`config.mk`:
```
export PLATFORM = sky130hd
export DESIGN_NAME = recog_sequencer
export DESIGN_NICKNAME = d
export VERILOG_FILES = /design/src/rtl/recog_sequencer.sv
export SDC_FILE = /design/constraint.sdc
export NUM_CORES = 1
export LEC_CHECK = 0
export BUFFER_PORTS_ARGS = -buffer_cell sky130_fd_sc_hd__buf_2
export CAP_MARGIN = 30
export CORE_MARGIN = 2
export CORE_UTILIZATION = 45
export CTS_BUF_LIST = sky130_fd_sc_hd__clkbuf_8 sky130_fd_sc_hd__clkbuf_16
export CTS_CLUSTER_DIAMETER = 200
export DETAILED_ROUTE_END_ITERATION = 8
export PLACE_DENSITY = 0.7
export SLEW_MARGIN = 20
export SYNTH_ARGS = -nofsm -noshare
export SYNTH_HDL_FRONTEND = slang
export SYNTH_SLANG_ARGS = --single-unit
```
`constraint.sdc`:
```
create_clock -name clk -period 2.23 [get_ports clk]
set_input_delay 0.223 -clock clk [delete_from_list [all_inputs] [get_ports clk]]
set_output_delay 0.223 -clock clk [all_outputs]
set_load 0.05 [all_outputs]
```
`src/rtl/recog_sequencer.sv`:
```
// Control sequencer for the "Wc7" keyboard recognizer: feeds characters into the
// external history datapath, judges entries on Enter and enforces a fail lockout.
module recog_sequencer #(
    parameter int         PATTERN_LEN = 3,
    parameter int         MAX_FAILS   = 3,
    parameter int         LOCK_CYCLES = 16,
    parameter logic [6:0] ENTER_CODE  = 7'h0A,
    localparam int        FCW         = $clog2(MAX_FAILS + 1),
    localparam int        LCW         = $clog2(LOCK_CYCLES + 1)
) (
    input  logic           clk,
    input  logic           rst_n,
    input  logic           in_valid,
    input  logic [6:0]     in_ascii,
    output logic           in_ready,
    output logic [6:0]     rec_ascii,
    output logic           rec_shift,
    output logic           rec_clear,
    input  logic           rec_match,
    output logic           pass,
    output logic           fail,
    output logic           locked,
    output logic [FCW-1:0] fail_cnt
);

    typedef enum logic [2:0] {
        IDLE   = 3'd0,
        SHIFT  = 3'd1,
        CHECK  = 3'd2,
        RESULT = 3'd3,
        LOCKED = 3'd4
    } state_t;

    localparam logic [2:0] PLEN = 3'(PATTERN_LEN);

    state_t         r_state;
    state_t         w_state_nxt;
    logic [2:0]     r_count;
    logic [6:0]     r_rec_ascii;
    logic           r_rec_shift;
    logic           r_rec_clear;
    logic           r_pass;
    logic           r_fail;
    logic           r_locked;
    logic [FCW-1:0] r_fail_cnt;
    logic [LCW-1:0] r_lock_cnt;
    logic           w_take;
    logic           w_enter;
    logic           w_verdict;

    assign in_ready  = (r_state == IDLE);
    assign w_take    = in_valid && (r_state == IDLE);
    assign w_enter   = (in_ascii == ENTER_CODE);
    // Wrong-length entries fail even when the recognizer reports a match.
    assign w_verdict = rec_match && (r_count == PLEN);

    always_ff @(posedge clk or negedge rst_n) begin
        if (!rst_n) begin
            r_state <= IDLE;
        end else begin
            r_state <= w_state_nxt;
        end
    end

    always_comb begin
        w_state_nxt = r_state;
        case (r_state)
            IDLE: begin
                if (w_take) begin
                    if (!w_enter) begin
                        w_state_nxt = SHIFT;
                    end else if (r_count != 3'd0) begin
                        w_state_nxt = CHECK;
                    end
                end
            end
            SHIFT:  w_state_nxt = IDLE;
            CHECK:  w_state_nxt = RESULT;
            RESULT: begin
                if (r_fail && (r_fail_cnt == FCW'(MAX_FAILS))) begin
                    w_state_nxt = LOCKED;
                end else begin
                    w_state_nxt = IDLE;
                end
            end
            LOCKED: begin
                if (r_lock_cnt == '0) begin
                    w_state_nxt = IDLE;
                end
            end
            default: w_state_nxt = IDLE;
        endcase
    end

    // Registered outputs are decoded from the next state so each is high exactly
    // while the FSM sits in the matching state.
    always_ff @(posedge clk or negedge rst_n) begin
        if (!rst_n) begin
            r_rec_ascii <= '0;
            r_rec_shift <= 1'b0;
            r_rec_clear <= 1'b0;
            r_pass      <= 1'b0;
            r_fail      <= 1'b0;
            r_locked    <= 1'b0;
            r_fail_cnt  <= '0;
            r_count     <= '0;
            r_lock_cnt  <= '0;
        end else begin
            r_rec_shift <= (w_state_nxt == SHIFT);
            r_rec_clear <= (w_state_nxt == RESULT);
            r_locked    <= (w_state_nxt == LOCKED);
            r_pass      <= (r_state == CHECK) && w_verdict;
            r_fail      <= (r_state == CHECK) && !w_verdict;

            if (w_take && !w_enter) begin
                r_rec_ascii <= in_ascii;
                if (r_count != 3'd7) begin
                    r_count <= r_count + 3'd1;
                end
            end else if (r_state == RESULT) begin
                r_count <= '0;
            end

            if (r_state == CHECK) begin
                r_fail_cnt <= w_verdict ? '0 : r_fail_cnt + FCW'(1);
            end else if ((r_state == LOCKED) && (r_lock_cnt == '0)) begin
                r_fail_cnt <= '0;
            end

            if (r_state == RESULT) begin
                r_lock_cnt <= LCW'(LOCK_CYCLES - 1);
            end else if ((r_state == LOCKED) && (r_lock_cnt != '0)) begin
                r_lock_cnt <= r_lock_cnt - LCW'(1);
            end
        end
    end

    assign rec_ascii = r_rec_ascii;
    assign rec_shift = r_rec_shift;
    assign rec_clear = r_rec_clear;
    assign pass      = r_pass;
    assign fail      = r_fail;
    assign locked    = r_locked;
    assign fail_cnt  = r_fail_cnt;

endmodule

```
==> impl_metrics.ini, run 1 <==
[setup_path]
crit_type = reg2reg
required_ns = 2.39
arrival_ns = 2.01
path_max_fanout = 11
r2r_slack_ns = 0.38
setup.worst_path.start = r_state[0]
r2r-start = r_state[0]
reg2reg_to = rec_ascii[2]
end_kind = flop
cp-start-kind = flop
reg2regPathDepth = 3
critical_path.endpoint = rec_ascii[2]

[timing]
timing.final.crit_share_pct = 83.0
timing.setup.tns_ns = 0
worst_pin_slew_ns = 0.671
clock_skew_ns = 0.00176
min_period_ns = 1.85
drv_slew = 0
finalHoldViolations = 0
rsz0062_at_grt = false
slew_headroom_pct = 55.1
layout_setup_ws_ns = 0.379
setup_viol = 0
max_freq_ghz = 0.540

[finish]
ff_latch_area_um2 = 626
num-fill-cells = 228
fin_nets = 152
synthToLayoutAreaGrowth_pct = 16.7
antenna_cells = 0
multi_input_area_um2 = 543
layoutNonFillerInstCount = 163
drive_above_1_share_pct = 33.1
utilization_pct = 56.4
final_cell_mix = 25 x dfrtp_1, 25 x buf_2, 11 x inv_1, 8 x nand2_1

[floorplan]
die_h_um = 56.1
die_x_um = 56.1
initial_core_util_pct = 48.4
num_rows = 18
core_mm2 = 0.00252
die-area_mm2 = 0.00314
io_pins = 26

[synthesis]
synth_fp_nets = 124
synth_async_sr_flop_share_pct = 100
synthFlopType = dfrtp_1
synth_area_mm2 = 0.00122
synth_top_family_by_area = simple AND/OR/NAND/NOR gates
synth_fa_ha_area_share_pct = 7.18
synthSimpleGateAreaFrac_pct = 16.2
synth_edf_count = 0
synth_cell_types = 36
muxShareOfSynthArea_pct = 8.00
ys_warn_count = 0
synth_seq_cells = 25
syn_area_per_cell_um2 = 11.5
synth_compound_area_share_pct = 13.1
synth_xor_area_share_pct = 0
ys_seq_area_share_pct = 51.3
synthCells = 106

[clock_network]
clock_path_buffers = 2
clk_pin_slew_ns = 0.09
clockRootBuffer = clkbuf_8
numCtsBuffers = 3
clock-sinks = 25
clk_latency_ns = 0.26
h-tree-depth = 1
cts_resized = 0
cts_tree = yes

[place]
gp_congestion = 0.749
port_buffers = 25
hpwl_um = 1750
dp_cells = 158
post-place-ws_ns = 0.388

[power_and_ir_drop]
cellLeakagePower_nw = 0.690
power.internal_w = 0.000797
peakVddDrop_mv = 0.754
p_sw_w = 0.000486
combPwrFrac_pct = 33.5
power_frac_clock_pct = 20.4
seq_power_share_pct = 46.1
powerDensity_mw_per_mm2 = 901
netSwitchingFraction_pct = 37.9

[drt]
wl_um = 2290
vias_per_cell = 5.40
detail-route-antenna-nets = 0
num_vias = 880
dr.pass1.iters = 3
drc = 0
first_iter_violations = 8
routedWlPerCell_um = 14.0

[global_route]
grtUsageTotal_pct = 16.3
overflow = 0
grt_pass1_vias = 891
grt_max_degree = 26
grt_pass1_wl_um = 4060
antenna_found_initial = 0

[hold_path]
hold_class = in2reg

[outcome]
status = finished clean

[flow_run]
cap_violations = 0
-- worst min-delay path by stage --
stage,start,endpoint,slack (ns),cells past startpoint
final,rec_match,fail,0.17,2
after global routing,rec_match,fail,0.17,2
after CTS,rec_match,fail,0.17,2
after detailed placement,rst_n,r_lock_cnt[2],0.25,1
after global placement,rst_n,r_lock_cnt[2],0.23,1
after floorplan,rst_n,fail,-0.07,0
-- cell usage after synthesis, types with 2 or more instances --
cell,count,area share [%]
dfrtp_1,25,51
inv_1,10,3.1
nand2_1,8,2.5
ha_1,7,7.2
o21ai_0,7,2.9
mux2_2,6,5.5
nor3b_1,5,3.1
a21oi_1,4,1.6
mux2i_1,3,2.5
buf_2,2,0.82
nand2b_1,2,1.0
nand3_1,2,0.82
or2_2,2,1.0
-- cells by family (layout without fill, tap and decap cells) --
kind of cell    after synthesis  after routing
fa+ha+maj                     7              7
flops                        25             25
buf+inv                      13             40
simple gates                 30             30
compound gates               22             22
mux                           9              9
-- through the flow --
| step | cell area (um2) | hold slack (ns) | total power, W |
|---|---|---|---|
| final | 1420 | 0.168 | 0.00128 |
| after global routing | 1420 | 0.174 | 0.00137 |
| after CTS | 1420 | 0.168 | 0.00130 |
| after detailed placement | 1370 | 0.246 | 0.00104 |
| after global placement | 1370 | 0.234 | 0.00101 |
| after floorplan | 1220 | -0.0726 | 0.000920 |
-- worst max-delay path: stages (launching register included) --
cell,delay (ns)
dfrtp_1,0.50
or4b_4,0.60
a21oi_4,0.27
mux2_2,0.37
-- power by group through the flow --
stage	clock, W	combinational (W)	sequential [W]
floorplan	0	0.000183	0.000737
global placement	0	0.000420	0.000593
detailed placement	0	0.000435	0.000602
CTS	0.000270	0.000438	0.000593
global route	0.000288	0.000472	0.000606
finish	0.000262	0.000429	0.000592
-- sequential cells by signal (all words and copies together), names as in the netlist --
signal,flops
r_count,3
rec_shift,1
rec_ascii,7
locked,1
r_state,3
r_lock_cnt,5
fail,1
pass,1
rec_clear,1
fail_cnt,2
-- final cells by class --
type                       count  share of cell area (%)
tap                           30                    2.64
inverter                      10                    2.64
multi-input combinational     68                    38.1
clock buffer                   3                    2.90
timing repair buffer          26                    9.49
sequential                    25                    43.9
clock inverter                 1                   0.264
-- per-layer routing --
layer	vias up	track usage [%]	routed length [um]
li1	429	-	-
met1	441	20.4	1030
met2	8	28.2	1180
met3	2	2.33	59
met4	0	6.12	11
met5	-	0	0
-- timing repair --
action	in CTS	in global routing
endpoints found under the hold margin	25	0
endpoints found under the setup margin	0	0
hold buffers	1	0
setup buffers	0	0
Note: power is estimated with default switching activity, not from simulation.
==> run 2, diff against run 1 <==
ABC_AREA = 1   (was unset)
PLACE_DENSITY = 0.73   (was 0.7)
clock period = 1.6 ns   (was 2.23 ns; I/O delays follow)
==> impl_metrics.ini, run 2 <==
[outcome]
status = finished clean

[synthesis]
synth_async_sr_flop_share_pct = 100
ys_warn_count = 0
syn_area_per_cell_um2 = 8.82
synthTopCellsByArea = dfrtp_1 51%, nand2_1 12%, ha_1 7.2%
synth_seq_cells = 25
synthFlopType = dfrtp_1
ys_seq_area_share_pct = 51.4
yosysMostFrequentCell = nand2_1
synth_fp_nets = 156
synth_top_area_share_pct = 51.4
synth_edf_count = 0
synthCells = 138
synthTopCellsByCount = 40 x nand2_1, 25 x dfrtp_1, 16 x inv_1
yosys.area.top_type = dfrtp_1
synth_area_mm2 = 0.00122
synth_cell_types = 19

[floorplan]
die_x_um = 56.0
core_mm2 = 0.00252
die-area_mm2 = 0.00314
io_pins = 26
die_h_um = 56.0
num_rows = 18
initial_core_util_pct = 48.3

[global_route]
grt_pass1_wl_um = 4000
overflow = 0
antenna_found_initial = 0
grt_max_degree = 26
grt_pass1_vias = 957
grtUsageTotal_pct = 15.7

[drt]
dr.pass1.iters = 4
drc = 0
num_vias = 960
wl_um = 2220
routedWlPerCell_um = 11.3
detail-route-antenna-nets = 0
first_iter_violations = 24
vias_per_cell = 4.90

[timing]
min_period_ns = 1.42
setup_viol = 0
worst_pin_slew_ns = 0.563
rsz0062_at_grt = false
timing.final.crit_share_pct = 88.5
max_freq_ghz = 0.706
timing.setup.tns_ns = 0
clock_skew_ns = 0.00549
finalHoldViolations = 0
drv_slew = 0
slew_headroom_pct = 62.4

[place]
gp_congestion = 0.904
port_buffers = 25
hpwl_um = 1760

[setup_path]
end_kind = output port
r2r_slack_ns = 0.22
crit_type = reg2out
reg2regPathDepth = 7
arrival_ns = 1.26
cp-start-kind = flop
required_ns = 1.44
path_max_fanout = 4
reg2reg_to = r_lock_cnt[4]
r2r-start = r_lock_cnt[0]

[finish]
largest_reg_flops = 7
final_common_cell = nand2_1
antenna_cells = 0
synthToLayoutAreaGrowth_pct = 16.9
final_cell_mix = 40 x nand2_1, 25 x dfrtp_1, 25 x buf_2, 16 x inv_1, 15 x nand3_1
num-fill-cells = 225
fin_nets = 185
utilization_pct = 56.4
drive_above_1_share_pct = 25.9

[hold_path]
hold_class = in2reg
hold_path_depth = 3
hp-start = in_ascii[3]
worst_hold_path.endpoint = rec_ascii[3]

[clock_network]
clk_latency_ns = 0.27
clock_path_buffers = 2
clockRootBuffer = clkbuf_8
numCtsBuffers = 3
clk_pin_slew_ns = 0.09
post-cts-setup-buffer-count = 0
h-tree-depth = 1
clock-sinks = 25
cts_tree = yes

[power_and_ir_drop]
finalPower_w = 0.00274
peakVddDrop_mv = 1.32
powerDensity_mw_per_mm2 = 1930
cellLeakagePower_nw = 0.798

[flow_run]
cap_violations = 0
==> run 2: changes by cell type after synthesis, sizes merged, moves of 6 or more <==
cell,change
nand3,+13
inv,+10
nand2,+35
mux2,-6
==> run 2: layout make-up <==
class	instances	area [um2]	share of cell area [%]
Clock buffer	3	41.3	2.90
Sequential cell	25	626	44.0
Clock inverter	1	7.51	0.528
Timing Repair Buffer	26	135	9.50
Inverter	22	82.6	5.80
Tap cell	30	37.5	2.64
Multi-Input combinational cell	89	493	34.7
==> run 2: routing by layer <==
metal / GRT usage (%) / wire length (um)
met5: 0 / 0
met4: 4.08 / 11
met3: 2.56 / 90
met2: 27.6 / 1070
met1: 19.9 / 1050
==> run 2: logic make-up after synthesis <==
group / after synthesis / share of synthesized area (%)
buffers and inverters: 24 / 8.12
and+or+nand+nor: 72 / 27.7
adders and majority gates: 7 / 7.19
AOI/OAI and AO/OA: 10 / 5.55
DFF: 25 / 51.4
==> run 2: metrics by stage <==
step,std cells,worst slack [ns],hold WS (ns),area (um2)
floorplan,138,0.396,-0.136,1220
CTS,196,0.170,0.0900,1420
global route,196,0.0938,0.113,1420
global placement,191,0.306,0.181,1360
finish,196,0.184,0.0890,1420
detailed placement,191,0.224,0.182,1360
==> run 2: where the power goes <==
| part | switching [W] | total (W) | internal, W |
|---|---|---|---|
| sequential | 0.000143 | 0.000998 | 0.000855 |
| combinational | 0.00101 | 0.00136 | 0.000344 |
| clock | 0.000207 | 0.000383 | 0.000176 |
| total | 0.00136 | 0.00274 | 0.00138 |
==> run 2: worst max path at each step <==
stage          slack (ns)  cells past startpoint     startpoint       endpoint
6_report             0.18                      4     r_state[0]       in_ready
4_1_cts              0.17                      4     r_state[0]       in_ready
3_5_place_dp         0.22                      7  r_lock_cnt[0]  r_lock_cnt[4]
3_3_place_gp         0.31                      7  r_lock_cnt[0]  r_lock_cnt[4]
2_1_floorplan        0.40                      7     r_state[0]   rec_ascii[5]
5_1_grt              0.09                      7  r_lock_cnt[0]  r_lock_cnt[4]
==> run 2: worst max-delay path, cell delays in order, from the launching register on <==
cell	delay (ns)
dfrtp_1	0.43
nor2_1	0.11
nand2_1	0.12
inv_1	0.07
buf_2	0.25
==> run 2: timing repair <==
action                    CTS  global route
hold buffers                1             0
gates resized for setup     0             0
hold endpoints to repair   25             0
==> run 3, diff against run 2 <==
PLACE_DENSITY = 0.7   (was 0.73)
clock period = 1.5 ns   (was 1.6 ns; I/O delays follow)
==> impl_metrics.ini, run 3 (synthesis results as in run 2) <==
[outcome]
status = finished clean

[clock_network]
clock_path_buffers = 2
clock-sinks = 25
cts_tree = yes
numCtsBuffers = 3
clk_latency_ns = 0.26
h-tree-depth = 1
clockRootBuffer = clkbuf_8
clk_pin_slew_ns = 0.09
cts_resized = 0

[global_route]
grtUsageTotal_pct = 14.9
grt_max_degree = 26
grt_pass1_vias = 910
overflow = 0
grt_pass1_wl_um = 3790
antenna_found_initial = 0

[flow_run]
cap_violations = 0

[setup_path]
r2r-start = r_state[2]
required_ns = 1.35
crit_type = reg2out
cp-start-kind = flop
setup.worst_path.start = r_state[0]
end_kind = output port
path_max_fanout = 4
arrival_ns = 1.24
max_stage_delay_ns = 0.43
crit_chain = nor2_1 > nand2_1 > inv_1 > buf_2
slowest_stage = dfrtp_1

[power_and_ir_drop]
netSwitchingFraction_pct = 49.6
peakVddDrop_mv = 1.43
power_frac_clock_pct = 13.5
combPwrFrac_pct = 49.9
cellLeakagePower_nw = 0.811
p_sw_w = 0.00144
powerDensity_mw_per_mm2 = 2020
power.internal_w = 0.00146
seq_power_share_pct = 36.6

[timing]
worst_pin_slew_ns = 0.551
timing.final.crit_share_pct = 92.7
clock_skew_ns = 0.00281
slew_headroom_pct = 63.3
setup_viol = 0
drv_slew = 0
finalHoldViolations = 0
max_freq_ghz = 0.719
layout_setup_ws_ns = 0.109
min_period_ns = 1.39

[finish]
largest_reg_flops = 7
fin_nets = 187
utilization_pct = 56.8
drive_above_1_share_pct = 26.2
final_common_cell = nand2_1
synthToLayoutAreaGrowth_pct = 17.8
antenna_cells = 0
final_cell_mix = 40 x nand2_1, 25 x dfrtp_1, 25 x buf_2, 17 x inv_1, 15 x nand3_1

[floorplan]
core_mm2 = 0.00252
die_x_um = 56.0
die_h_um = 56.0
die-area_mm2 = 0.00314
initial_core_util_pct = 48.3
io_pins = 26
num_rows = 18

[drt]
num_vias = 972
dr.pass1.iters = 4
detail-route-antenna-nets = 0
first_iter_violations = 32
routedWlPerCell_um = 11.5
drc = 0
wl_um = 2280
vias_per_cell = 4.91

[hold_path]
hp-start = in_ascii[3]
hold_class = in2reg

[place]
post-place-ws_ns = 0.143
port_buffers = 25
gp_congestion = 0.837
hpwl_um = 1700
[run 3: cell count changes in the layout (fill, tap and decap cells not counted)]
cell | before | now
clkinvlp_4 | 1 | 0
inv_1 | 16 | 17
buf_4 | 0 | 2
[run 3: power by group through the flow]
stage	clock, W	combinational [W]	sequential (W)
detailed placement	0	0.00146	0.00108
finish	0.000392	0.00145	0.00106
global placement	0	0.00142	0.00107
floorplan	0	0.000631	0.00158
CTS	0.000399	0.00146	0.00106
global route	0.000418	0.00158	0.00110
[run 3: per-stage QoR]
stage                     cells  total power (W)  setup TNS [ns]  cell area, um2  hold slack [ns]
after floorplan             138          0.00221               0            1220           -0.146
after global placement      191          0.00249               0            1360            0.167
after detailed placement    191          0.00253               0            1360            0.173
after CTS                   196          0.00292               0            1420           0.0935
after global routing        198          0.00310         -0.0145            1430            0.103
final                       198          0.00290               0            1430           0.0983
[run 3: final timing paths]
path                                 endpoint  slack (ns)  cells after the start
worst max-delay path                 in_ready        0.11                      4
worst min-delay path             rec_ascii[3]         0.1                      3
worst max register to register  r_lock_cnt[0]        0.15                      5
worst min register to register      rec_clear        0.48                      1
max in group asynchronous          r_state[1]        0.73                      2
min in group asynchronous       r_lock_cnt[4]        0.40                      2
[run 3: routing by layer]
layer	vias up	share of wire (%)	track usage, %
li1	497	-	-
met1	459	46	19.8
met2	14	51	25.4
met3	2	2.5	2.79
met4	0	0.44	3.06
met5	-	0	0
[run 3: cell type report]
type	instances	area, um2
Fill cell	225	1090
Clock inverter	1	3.75
Inverter	22	82.6
Sequential cell	25	626
Multi-Input combinational cell	89	493
Tap cell	30	37.5
Timing Repair Buffer	28	150
Clock buffer	3	41.3
[run 3: worst max-delay path: cells and delay by family, from the launching register on]
kind	cells	cell delay (ns)
buf+inv	2	0.32
flops	1	0.43
simple gates	2	0.23
[run 3: repair_timing]
item,4_1_cts,5_1_grt
hold buffers,1,0
setup endpoints to repair,0,2
endpoints found under the hold margin,25,0
setup buffers,0,2
